[src/rtl/elc3_pkg.sv]
// rtl/elc3_pkg.sv - eLC-3 keyboard port addresses, KBSR bit positions and debouncer state type
package elc3_pkg;

    localparam logic [15:0] KBSR_ADDR      = 16'hFE00;
    localparam logic [15:0] KBDR_ADDR      = 16'hFE02;
    localparam int          KBSR_READY_BIT = 15;
    localparam int          KBSR_IE_BIT    = 14;
    localparam int          KBSR_OVR_BIT   = 13;

    typedef enum logic [1:0] {
        DEB_RELEASED     = 2'd0,
        DEB_PRESS_WAIT   = 2'd1,
        DEB_PRESSED      = 2'd2,
        DEB_RELEASE_WAIT = 2'd3
    } kbd_deb_state_t;

    // Assemble the status word; every bit not named here reads as zero.
    function automatic logic [15:0] kbsr_pack(input logic ready, input logic ie, input logic ovr);
        logic [15:0] w;
        w                 = '0;
        w[KBSR_READY_BIT] = ready;
        w[KBSR_IE_BIT]    = ie;
        w[KBSR_OVR_BIT]   = ovr;
        return w;
    endfunction

endpackage

[src/rtl/key_debouncer.sv]
// rtl/key_debouncer.sv - pushbutton debouncer emitting one Press pulse per accepted press
module key_debouncer
    import elc3_pkg::*;
#(
    parameter logic [15:0] DEBOUNCE_CYCLES = 16'd50000
) (
    input  logic Clk,
    input  logic Reset,
    input  logic Key_N,
    output logic Press
);

    localparam logic [15:0] LAST_COUNT = DEBOUNCE_CYCLES - 16'd1;

    kbd_deb_state_t state_q, state_d;
    logic [15:0]    cnt_q, cnt_d;

    // State and stability counter register
    always_ff @(posedge Clk) begin
        if (Reset) begin
            state_q <= DEB_RELEASED;
            cnt_q   <= '0;
        end else begin
            state_q <= state_d;
            cnt_q   <= cnt_d;
        end
    end

    // Next state: a level change is accepted only after DEBOUNCE_CYCLES stable samples
    always_comb begin
        state_d = state_q;
        cnt_d   = cnt_q;
        unique case (state_q)
            DEB_RELEASED: begin
                cnt_d = '0;
                if (!Key_N) state_d = DEB_PRESS_WAIT;
            end
            DEB_PRESS_WAIT: begin
                if (Key_N) begin
                    state_d = DEB_RELEASED;
                    cnt_d   = '0;
                end else if (cnt_q == LAST_COUNT) begin
                    state_d = DEB_PRESSED;
                    cnt_d   = '0;
                end else begin
                    cnt_d = cnt_q + 16'd1;
                end
            end
            DEB_PRESSED: begin
                cnt_d = '0;
                if (Key_N) state_d = DEB_RELEASE_WAIT;
            end
            DEB_RELEASE_WAIT: begin
                if (!Key_N) begin
                    state_d = DEB_PRESSED;
                    cnt_d   = '0;
                end else if (cnt_q == LAST_COUNT) begin
                    state_d = DEB_RELEASED;
                    cnt_d   = '0;
                end else begin
                    cnt_d = cnt_q + 16'd1;
                end
            end
            default: begin
                state_d = DEB_RELEASED;
                cnt_d   = '0;
            end
        endcase
    end

    // Output: pulse in the single cycle the press is accepted
    always_comb begin
        Press = (state_q == DEB_PRESS_WAIT) && !Key_N && (cnt_q == LAST_COUNT);
    end

endmodule

[src/rtl/kbd_input_port.sv]
// rtl/kbd_input_port.sv - KBSR/KBDR keyboard input port with press FIFO; KBD_IRQ_EN adds IE bit and Irq
module kbd_input_port
    import elc3_pkg::*;
#(
    parameter logic [15:0] DEBOUNCE_CYCLES = 16'd50000,
    parameter int          FIFO_DEPTH      = 4
) (
    input  logic        Clk,
    input  logic        Reset,
    input  logic        Key_N,
    input  logic [15:0] Switches,
    input  logic        Rd_KBDR,
    input  logic        Wr_KBSR,
    input  logic [15:0] Wr_Data,
    output logic [15:0] KBSR,
`ifdef KBD_IRQ_EN
    output logic [15:0] KBDR,
    output logic        Irq
`else
    output logic [15:0] KBDR
`endif
);

    localparam int PTR_W = $clog2(FIFO_DEPTH);
    localparam int CNT_W = PTR_W + 1;

    logic              press;
    logic              pop_acc, push_acc, full, ovr_set;
    logic [PTR_W-1:0]  head_q, head_d, tail_q, tail_d;
    logic [CNT_W-1:0]  count_q, count_d;
    logic              ovr_q, ovr_d;
    logic              ie_d;
    logic [15:0]       kbsr_q, kbsr_d, kbdr_q, kbdr_d;
    logic [15:0]       mem_q [FIFO_DEPTH];
    logic              unused_wr_data;

    // Only the IE bit of a KBSR write carries data; the rest of the word is a clear strobe.
    assign unused_wr_data = ^Wr_Data;

    key_debouncer #(
        .DEBOUNCE_CYCLES(DEBOUNCE_CYCLES)
    ) u_debouncer (
        .Clk   (Clk),
        .Reset (Reset),
        .Key_N (Key_N),
        .Press (press)
    );

`ifdef KBD_IRQ_EN
    logic ie_q;
    logic irq_q;

    // Interrupt enable follows bit 14 of every KBSR write
    always_comb begin
        ie_d = Wr_KBSR ? Wr_Data[KBSR_IE_BIT] : ie_q;
    end

    // IE and registered interrupt; Irq trails the visible KBSR bits by one cycle
    always_ff @(posedge Clk) begin
        if (Reset) begin
            ie_q  <= 1'b0;
            irq_q <= 1'b0;
        end else begin
            ie_q  <= ie_d;
            irq_q <= ie_q & (count_q != '0);
        end
    end

    assign Irq = irq_q;
`else
    // Without interrupt support the IE bit is hard-wired to zero
    always_comb begin
        ie_d = 1'b0;
    end
`endif

    // FIFO control: pop wins a slot even when full, so push+pop never overruns
    always_comb begin
        pop_acc  = Rd_KBDR && (count_q != '0);
        full     = (count_q == CNT_W'(FIFO_DEPTH));
        push_acc = press && (!full || pop_acc);
        ovr_set  = press && full && !pop_acc;
        head_d   = pop_acc  ? head_q + PTR_W'(1) : head_q;
        tail_d   = push_acc ? tail_q + PTR_W'(1) : tail_q;
        count_d  = count_q;
        if (push_acc && !pop_acc) begin
            count_d = count_q + CNT_W'(1);
        end else if (pop_acc && !push_acc) begin
            count_d = count_q - CNT_W'(1);
        end
        ovr_d = ovr_set | (ovr_q & ~Wr_KBSR);
        if (count_d == '0) begin
            kbdr_d = '0;
        end else if (push_acc && (head_d == tail_q)) begin
            kbdr_d = Switches;
        end else begin
            kbdr_d = mem_q[head_d];
        end
        kbsr_d = kbsr_pack(count_d != '0, ie_d, ovr_d);
    end

    // Pointers, occupancy, overrun and the registered KBSR/KBDR views
    always_ff @(posedge Clk) begin
        if (Reset) begin
            head_q  <= '0;
            tail_q  <= '0;
            count_q <= '0;
            ovr_q   <= 1'b0;
            kbsr_q  <= '0;
            kbdr_q  <= '0;
        end else begin
            head_q  <= head_d;
            tail_q  <= tail_d;
            count_q <= count_d;
            ovr_q   <= ovr_d;
            kbsr_q  <= kbsr_d;
            kbdr_q  <= kbdr_d;
        end
    end

    // FIFO storage; contents are only observed while counted as valid
    always_ff @(posedge Clk) begin
        if (push_acc) begin
            mem_q[tail_q] <= Switches;
        end
    end

    assign KBSR = kbsr_q;
    assign KBDR = kbdr_q;

endmodule

[config.mk]
export PLATFORM = sky130hd
export DESIGN_NAME = kbd_input_port
export DESIGN_NICKNAME = d
export VERILOG_FILES = /design/src/rtl/elc3_pkg.sv /design/src/rtl/key_debouncer.sv /design/src/rtl/kbd_input_port.sv
export SDC_FILE = /design/constraint.sdc
export NUM_CORES = 1
export LEC_CHECK = 0
export CORE_MARGIN = 4
export CORE_UTILIZATION = 40
export DETAILED_ROUTE_END_ITERATION = 10
export PLACE_DENSITY = 0.59
export SLEW_MARGIN = 30
export SYNTH_ARGS = -nofsm -noshare
export SYNTH_HDL_FRONTEND = slang
export SYNTH_HIERARCHICAL = 1
export SYNTH_SLANG_ARGS = --single-unit
[constraint.sdc]
create_clock -name Clk -period 3.3 [get_ports Clk]
set_input_delay 0.66 -clock Clk [delete_from_list [all_inputs] [get_ports Clk]]
set_output_delay 0.66 -clock Clk [all_outputs]
set_load 0.02 [all_outputs]
; ---- Word-level counts from Yosys, hierarchy flattened
; Memory sizes are Yosys's and may differ from the RTL's. A register that Yosys moved wholly into a read port is not among the register bits.
; Cells that the tools add are included.
; W data, S select, Z words.
[classes]
add_sub_neg = 5
eq_ne = 9
n_mux = 16
bitwise = 3
n_reduce_logical = 20
[op_table]
columns = op, count
row1 = $mux W16, 3
row2 = $pmux W16 S3, 1
row3 = $add A16 B1 Y16 const B, 1
row4 = $eq A16 B16 Y1 const B, 1
row5 = $mux W2, 7
row6 = $logic_and A1 B1 Y1, 8
row7 = $pmux W2 S4, 1
row8 = $mux W3, 2
row9 = $ne A3 B2 Y1 const B, 2
row10 = $reduce_bool A3 Y1, 2
row11 = $add A2 B1 Y2 const B, 2
row12 = $eq A2 B2 Y1 const B, 2
row13 = $logic_not A1 Y1, 4
row14 = $ne A2 B2 Y1 const B, 2
row15 = $reduce_and A4 Y1, 1
row16 = $reduce_or A2 Y1, 2
row17 = $add A3 B1 Y3 const B, 1
row18 = $eq A3 B3 Y1 const B, 1
row19 = $logic_not A3 Y1, 1
row20 = $sub A3 B1 Y3 const B, 1
row21 = $eq A2 B1 Y1 const B, 1
row22 = $logic_not A2 Y1, 1
row23 = $mux W1, 2
row24 = $and A1 B1 Y1, 1
row25 = 3 further kinds, 3
[word_totals]
regBits = 42
mem_bits_rw = 64
word_cells = 62
memories = 1
[memory_table]
columns = name, depth, width, read_ports, rd_clocked_by_memory_dff, wr, line
row1 = mem_q, 4, 16, 1, 1, 1, kbd_input_port.sv:34  ; logic [15:0] mem_q [FIFO_DEPTH];

; ---- Logic depth before layout (Yosys ltp)
; Gate-level depths: netlist of the first run.
[logic_depth]
depth_word = 10
ltp_mapped = 12

; ---- Cells and area by module
; Netlist of the first run, hierarchy kept.
[by_module_without_submodules]
columns = mod, n_inst, cells_each, area_each_um2, seq_area_each_um2
row1 = kbd_input_port, 1, 271, 4241.6, 2422.3
row2 = key_debouncer, 1, 90, 882.1, 360.3

; ---- Least setup slack after synthesis of the first run
; Ideal clock, no wire load.
[synth_timing]
path_type = flip-flop to flip-flop
from = register u_debouncer.cnt_q[0]
to = register kbdr_q[10], in the netlist KBDR[10], read port of mem_q
setup_time_ns = 0.114
t_arrival_ns = 2.497
t_required_ns = 3.186
setup_slack_ns = 0.689
path_stages_with_launch = 13
period_less_slack_ns = 2.611
path_cell_list = dfxtp_1 ha_1 and4_2 nand4_1 nor3_1 clkbuf_1 o21ai_0 and3_1 o21bai_1 a31o_1 buf_4 buf_4 nor2_1
[synth_between]
elab_chain_cells = 9
[synth_rtl]
columns = element, line
row1 = from (decl), key_debouncer.sv:16  ; logic [15:0] cnt_q, cnt_d;
row2 = from (signal assigned), key_debouncer.sv:25  ; cnt_q <= cnt_d;
row3 = $eq A16 B16 Y1 *, key_debouncer.sv:73  ; Press = (state_q == DEB_PRESS_WAIT) && !Key_N && (cnt_q == LAST_COUNT);
row4 = $logic_and A1 B1 Y1 *, key_debouncer.sv:73
row5 = via press, kbd_input_port.sv:27  ; logic press;
row6 = $logic_and A1 B1 Y1 *, kbd_input_port.sv:81  ; push_acc = press && (!full || pop_acc);
row7 = $logic_not A1 Y1, kbd_input_port.sv:88  ; end else if (pop_acc && !push_acc) begin
row8 = $logic_and A1 B1 Y1, kbd_input_port.sv:88
row9 = $mux W3, kbd_input_port.sv:88
row10 = $mux W3 *, kbd_input_port.sv:86  ; if (push_acc && !pop_acc) begin
row11 = $logic_not A3 Y1 *, kbd_input_port.sv:92  ; if (count_d == '0) begin
row12 = $reduce_or A2 Y1 (no source line) *, --
row13 = to (decl), kbd_input_port.sv:33  ; logic [15:0] kbsr_q, kbsr_d, kbdr_q, kbdr_d;
; Mark *: on every way through the listed nets, which the timed path passes. The rest lies on a longest branch.
; A chain may end at the register's enable or synchronous reset.

; ---- Worst setup path after layout of the first run
[layout_timing]
from = register u_debouncer.cnt_q[0]
to = register kbdr_q[15], in the netlist KBDR[15], read port of mem_q
; The elaborated chain is that of the path after synthesis.

==> results.md, run 1 <==
- Status: finished, final reports clean
- Number of global-route vias before repair: 3059
- Post-synth EDFFs: 64
- Commonest non-fill, non-tap cell in the layout: edfxtp_1
- Met2 Usage GRT: 23.0%
- Crit. End Element: flip-flop
- Worst vdd ir: 0.257 mV
- CP delay by family, top: simple AND/OR/NAND/NOR gates
- Setup violations, final: 0
- Tot GR Track Use: 13.3%
- PortBufs: 38
- WL final: 9160 um
- Worst endpoint data arrival time: 2.92 ns
- Layout Skew: 0.00946 ns
- Register bit total from synthesis: 107
- # nets final: 447
- Seq/Total Area, Yosys: 54.3%
- Mapped Cells: 361
- Reg2reg start: u_debouncer/cnt_q[0]$_SDFF_PP0_
- Initial antenna violation count: 0
- HP Start: KBSR[13]$_SDFF_PP0_
- TritonCTS clock tree: done
- Largest net degree at the start of global routing: 26
- Met3 Use GR: 4.06%
- Post-DP HPWL: 6100 um
- FFs w/ async S/R, synth: 0%
- First drt pass iteration count: 4
- Met1 GRT Util: 16.2%
- Max clock buf depth: 2
- Vias: 2944
- Syn-to-layout area delta: 15.6%
- Min cycle time layout: 2.69 ns
- Area of the mapped netlist: 5120 sq um
- Post-layout power: 3880 uW
- Clock buffer count from CTS: 9
- Vias per cell: 5.08
- Row cnt: 41
- Share of cells above drive strength 1: 24.1%
- Avg Cell Area, Syn: 14.2 sq um
- CTS root buf: clkbuf_16
- # Post-CTS Setup Buffers: 0
- Busiest grt layer: met2
- Clk_lat worst skew: 0.35 ns
- CTS sink count: 107
- Clk slew on worst S/H paths: 0.07 ns
- Number of remaining DRC errors: 0
- Library cells used by synthesis: 53
- PD cells: 655 nW/um^2
- H-tree lvl count: 3
- First-pass GRT wire length: 15200 um
- Hold depth: 2
- Reg2reg path depth: 12
- Avg WL per Cell: 15.8 um
- Final core occ: 47.1%
- Fin Setup TNS: 0 ns
- Max FO, Critical Path: 17
- Die ar.: 14700 sq um
- Slew Limit Fails: 0
- CP peak stage delay: 0.42 ns
- Final period utilization: 81.6%
- Fmax: 371 MHz
- WS Path Type: flip-flop to flip-flop
- Worst Hold Class: flip-flop to flip-flop
- Cell Chain, Critical Path: ha_1 > and4_2 > nand4_1 > nor3_1 > buf_4 > nand2b_1 > a21oi_1 > nor3_2 > a31oi_1 > a31o_1 > buf_4 > nor2_1
- Most frequently used flop master after synthesis: edfxtp_1
- Fin Hold WS: 0.484 ns
- Initial Util: 40.8%
- Post-CTS Hold Buffers: 0
- Worst hold path endpoint: KBSR[13]$_SDFF_PP0_
- Max-cap violations: 0
- Cts repair resizes: 0
- Initial DRC Count: 127
- Reg-to-reg slack, setup: 0.61 ns
- Reg area: 2780 sq um
- Die Wd: 121 um
- Multi-input logic area: 2100 sq um
- Crit path top cell by count: buf_4
- Static leakage: 0.00194 uW
- RSZ-0062 raised after global routing: no
- Startpoint types: flip-flop
- Synth warn: 6
- Critical R2R Capture: KBDR[15]$_SDFF_PP0_
- CP Buf/Inv Count: 2
- Total grt overflow: 0
- Fin. Hold Viols: 0
- Remaining antenna violation count: 0
- Commonest non-fill, non-tap cells in the layout: 64 x edfxtp_1, 42 x dfxtp_1, 42 x nor2_1
- Core ar.: 12600 sq um
- I/O pin count: 69
- GP Congestion: 0.770
- Antenna cells: 0
- Die Ht: 121 um
- Data required, critical path: 3.53 ns
- Fill cells: 1122
- Max stage delay cell, worst path: dfxtp_1
state kept, by name, summed over array words and instances, names as in the netlist, named ones only:
| name | cells |
|---|---|
| head_q | 2 |
| count_q | 3 |
| KBDR | 16 |
| u_debouncer/state_q | 1 |
| tail_q | 2 |
| mem_q | 64 |
| u_debouncer/cnt_q | 16 |
| KBSR | 2 |
cell usage after synthesis, types with 2 or more instances:
master	instances	area (sq um)
nor2_2	3	18.8
nand2b_1	2	12.5
and2_1	2	12.5
mux4_2	32	721
clkbuf_1	4	15.0
nand3_2	3	30.0
edfxtp_1	64	1920
buf_4	18	135
nand2_1	7	26.3
buf_2	5	25.0
mux2_2	16	180
and3_1	5	31.3
dfxtp_1	43	861
a21oi_1	7	35.0
nand4_1	4	25.0
xor2_1	3	26.3
ha_1	8	100
nor4_2	4	50.1
xnor2_1	15	131
inv_1	12	45.0
nand3_1	5	25.0
a31oi_1	3	18.8
nor3_1	5	25.0
o21ai_0	2	10.0
buf_6	4	45.0
mux2i_1	16	160
nor2_1	42	158
nand4_4	2	42.5
power breakdown:
part	internal (uW)	switching (uW)
sequential	1520	43.9
combinational	657	635
clock	524	500
total	2700	1180
worst reg2reg max path: stages, from the launching register on:
cell and delay [ns]:
dfxtp_1 0.42, ha_1 0.27, and4_2 0.23, nand4_1 0.17, nor3_1 0.18, buf_4 0.21, nand2b_1 0.07, a21oi_1 0.17
nor3_2 0.06, a31oi_1 0.22, a31o_1 0.20, buf_4 0.25, nor2_1 0.12
layer usage:
| layer | part of all wire [%] | wire, um |
|---|---|---|
| met3 | 4.7 | 430 |
| met5 | 0 | 0 |
| met4 | 0.95 | 87 |
| met2 | 52 | 4720 |
| met1 | 43 | 3920 |
area by class of cell:
cell class	count	share of cell area (%)
Tap cell	172	3.63
Inverter	12	0.761
Sequential cell	107	47.0
Timing Repair Buffer	49	8.24
Multi-Input combinational cell	223	35.5
Clock inverter	7	0.993
Clock buffer	9	3.80
kinds of logic (layout without fill, tap and decap cells):
kind of cell	after synthesis	after routing	share of synthesized area [%]
DFF	107	107	54.3
adders and majority gates	9	9	2.17
buffers and inverters	44	77	5.57
AOI/OAI and AO/OA	19	19	2.32
muxes	64	64	20.7
and+or+nand+nor	99	99	11.8
xor gates and xnor gates	18	18	3.08
other	1	14	0.0732
stage by stage:
step / worst slack [ns] / std cells / cell area (sq um)
floorplan: 0.689 / 374 / 5170
global placement: 0.363 / 563 / 5640
detailed placement: 0.336 / 563 / 5640
CTS: 0.602 / 579 / 5920
global route: 0.272 / 579 / 5920
finish: 0.606 / 579 / 5920
worst max-delay path by stage:
stage	start	to	slack (ns)	cells past startpoint
after floorplan	u_debouncer/cnt_q[0]$_SDFF_PP0_	KBDR[10]$_SDFF_PP0_	0.69	12
after global placement	Rd_KBDR	KBDR[13]$_SDFF_PP0_	0.36	7
after detailed placement	Rd_KBDR	KBDR[13]$_SDFF_PP0_	0.34	7
after CTS	u_debouncer/cnt_q[0]$_SDFF_PP0_	KBDR[15]$_SDFF_PP0_	0.60	12
after global routing	u_debouncer/cnt_q[0]$_SDFF_PP0_	KBDR[15]$_SDFF_PP0_	0.27	12
final	u_debouncer/cnt_q[0]$_SDFF_PP0_	KBDR[15]$_SDFF_PP0_	0.61	12
Power figures use the tool's default switching activity.
==> run 2: changes to the inputs <==
==> constraint.sdc (replaced) <==
create_clock -name Clk -period 2.7 [get_ports Clk]
set_input_delay 0.54 -clock Clk [delete_from_list [all_inputs] [get_ports Clk]]
set_output_delay 0.54 -clock Clk [all_outputs]
set_load 0.02 [all_outputs]
==> run 2 against run 1 <==
  * Clock power increased by 31%
  * Die area unchanged
  * Sequential cell count unchanged
  * Clock skew decreased by 0.0024 ns
  * Total power increased by 26%
  * Sequential power increased by 22%
  * Critical path type unchanged
  * Largest power group unchanged
==> results.md, run 2 (synthesized netlist as in run 1, its figures left out) <==
- PortBufs: 38 (unchanged)
- # Post-CTS Setup Buffers: 0 (unchanged)
- Number of global-route vias before repair: 2936 (-4.0%)
- Die Ht: 121 um (unchanged)
- Initial antenna violation count: 0 (unchanged)
- Remaining antenna violation count: 0 (unchanged)
- Worst vdd ir: 0.322 mV (+25%)
- First drt pass iteration count: 4 (unchanged)
- Post-layout power: 4880 uW (+26%)
- Max clock buf depth: 2 (unchanged)
- Worst Hold Class: flip-flop to flip-flop
- Data required, critical path: 2.94 ns (-0.59 ns)
- Fin. Hold Viols: 0 (unchanged)
- Largest net degree at the start of global routing: 33 (+27%)
- Vias: 2898 (-1.6%)
- Fill cells: 1107 (-1.3%)
- Layout Skew: 0.00706 ns (-0.00240 ns)
- Avg WL per Cell: 15.6 um (-1.4%)
- H-tree lvl count: 3 (unchanged)
- RSZ-0062 raised after global routing: no
- Core ar.: 12600 sq um (unchanged)
- Fmax: 400 MHz (+7.8%)
- Total grt overflow: 0 (unchanged)
- I/O pin count: 69 (unchanged)
- Min cycle time layout: 2.50 ns (-0.195 ns)
- Clk_lat worst skew: 0.35 ns (about the same)
- Final period utilization: 92.6% (+11 points)
- Reg2reg start: u_debouncer/cnt_q[1]$_SDFF_PP0_
- Clk slew on worst S/H paths: 0.07 ns (about the same)
- Max FO, Critical Path: 17 (unchanged)
- WL final: 9120 um (-0.52%)
- Post-DP HPWL: 6050 um (-0.87%)
- # nets final: 452 (+1.1%)
- Slew Limit Fails: 0 (unchanged)
- TritonCTS clock tree: done
- Max-cap violations: 0 (unchanged)
- Placed Instances: 568 (+0.89%)
- Worst endpoint data arrival time: 2.74 ns (-0.18 ns)
- Commonest non-fill, non-tap cell in the layout: edfxtp_1
- Reg2reg path depth: 12 (unchanged)
- Fin Setup TNS: 0 ns (unchanged)
- Biggest register: mem_q
- Initial Util: 40.8% (unchanged)
- Number of remaining DRC errors: 0 (unchanged)
- Syn-to-layout area delta: 18.3%
- Static leakage: 0.00200 uW (+2.9%)
- Status: finished, final reports clean
- Die Wd: 121 um (unchanged)
- First-pass GRT wire length: 14900 um (-2.4%)
- Setup violations, final: 0 (unchanged)
- CP startpoint: u_debouncer/cnt_q[1]$_SDFF_PP0_
- WS Path Type: flip-flop to flip-flop
- Share of cells above drive strength 1: 25.5% (+1.4 points)
- Die ar.: 14700 sq um (unchanged)
- CTS sink count: 107 (unchanged)
- Startpoint types: flip-flop
- Row cnt: 41 (unchanged)
- Clock buffer count from CTS: 9 (unchanged)
- GP Congestion: 0.769 (-0.10%)
- PD cells: 805 nW/um^2 (+23%)
- Tot GR Track Use: 13.2% (-0.096 points)
- Commonest non-fill, non-tap cells in the layout: 64 x edfxtp_1, 42 x nor2_1, 41 x dfxtp_1
- Max reg flops: 64 (unchanged)
- CTS root buf: clkbuf_16
- Initial DRC Count: 146 (+15%)
- Antenna cells: 0 (unchanged)
- Vias per cell: 4.96 (-2.4%)
- Layout Cells excl Fill: 584 (+0.86%)
- Hold depth: 2 (unchanged)
- HP Start: KBSR[13]$_SDFF_PP0_
- Crit. End Element: flip-flop
## run 2: per-layer routing
layer  up-vias  GRT usage [%]  share of wire [%]
met2        44           22.8                 50
li1       1404              -                  -
met5         -              0                  0
met1      1442           15.9                 44
met3         8           4.85                4.7
met4         0           2.94               0.83
## run 2: per-stage QoR
stage | setup slack, ns | utilization [%] | cell area (sq um) | hold WS, ns
after floorplan | 0.0887 | - | 5170 | 0.450
after global placement | 0.0946 | 45.7 | 5750 | 0.474
after detailed placement | 0.0644 | 45.7 | 5750 | 0.475
after CTS | 0.0945 | 48.2 | 6060 | 0.485
after global routing | 0.00132 | 48.2 | 6060 | 0.521
final | 0.201 | 48.2 | 6060 | 0.477
## run 2: path summary, 6_finish.rpt
path,to,slack [ns]
worst max-delay path,KBDR[15]$_SDFF_PP0_,0.20
worst min-delay path,KBSR[13]$_SDFF_PP0_,0.48
worst max register to register,KBDR[15]$_SDFF_PP0_,0.20
worst min register to register,KBSR[13]$_SDFF_PP0_,0.48
## run 2: final cells by class
class                           count  area [sq um]  share of cell area, %
Timing Repair Buffer               54           601                   9.91
Multi-Input combinational cell    223          2110                   34.8
Clock buffer                       10           229                   3.78
Clock inverter                      6          80.1                   1.32
Inverter                           12          45.0                  0.743
Tap cell                          172           215                   3.55
Sequential cell                   107          2790                   45.9
## run 2: where the power goes
group,total [uW],leakage [uW],switching [uW],internal [uW]
clock network,1340,0.000149,602,741
registers,1910,0.000923,54.4,1860
logic,1630,0.000929,780,848
## run 2: timing repair
| item | CTS | global route |
|---|---|---|
| hold endpoints to repair | 0 | 0 |
| gates resized for setup | 0 | 2 |
| hold buffers | 0 | 0 |
| endpoints found under the setup margin | 0 | 17 |
## run 2: critical path, stage by stage, from the launching register on
cell	delay [ns]
dfxtp_2	0.37
ha_2	0.23
and4_2	0.22
nand4_1	0.16
nor3_1	0.18
buf_4	0.22
and3b_1	0.20
a21oi_1	0.05
a32oi_1	0.15
o21a_1	0.16
a31o_1	0.21
buf_12	0.17
nor2_1	0.05
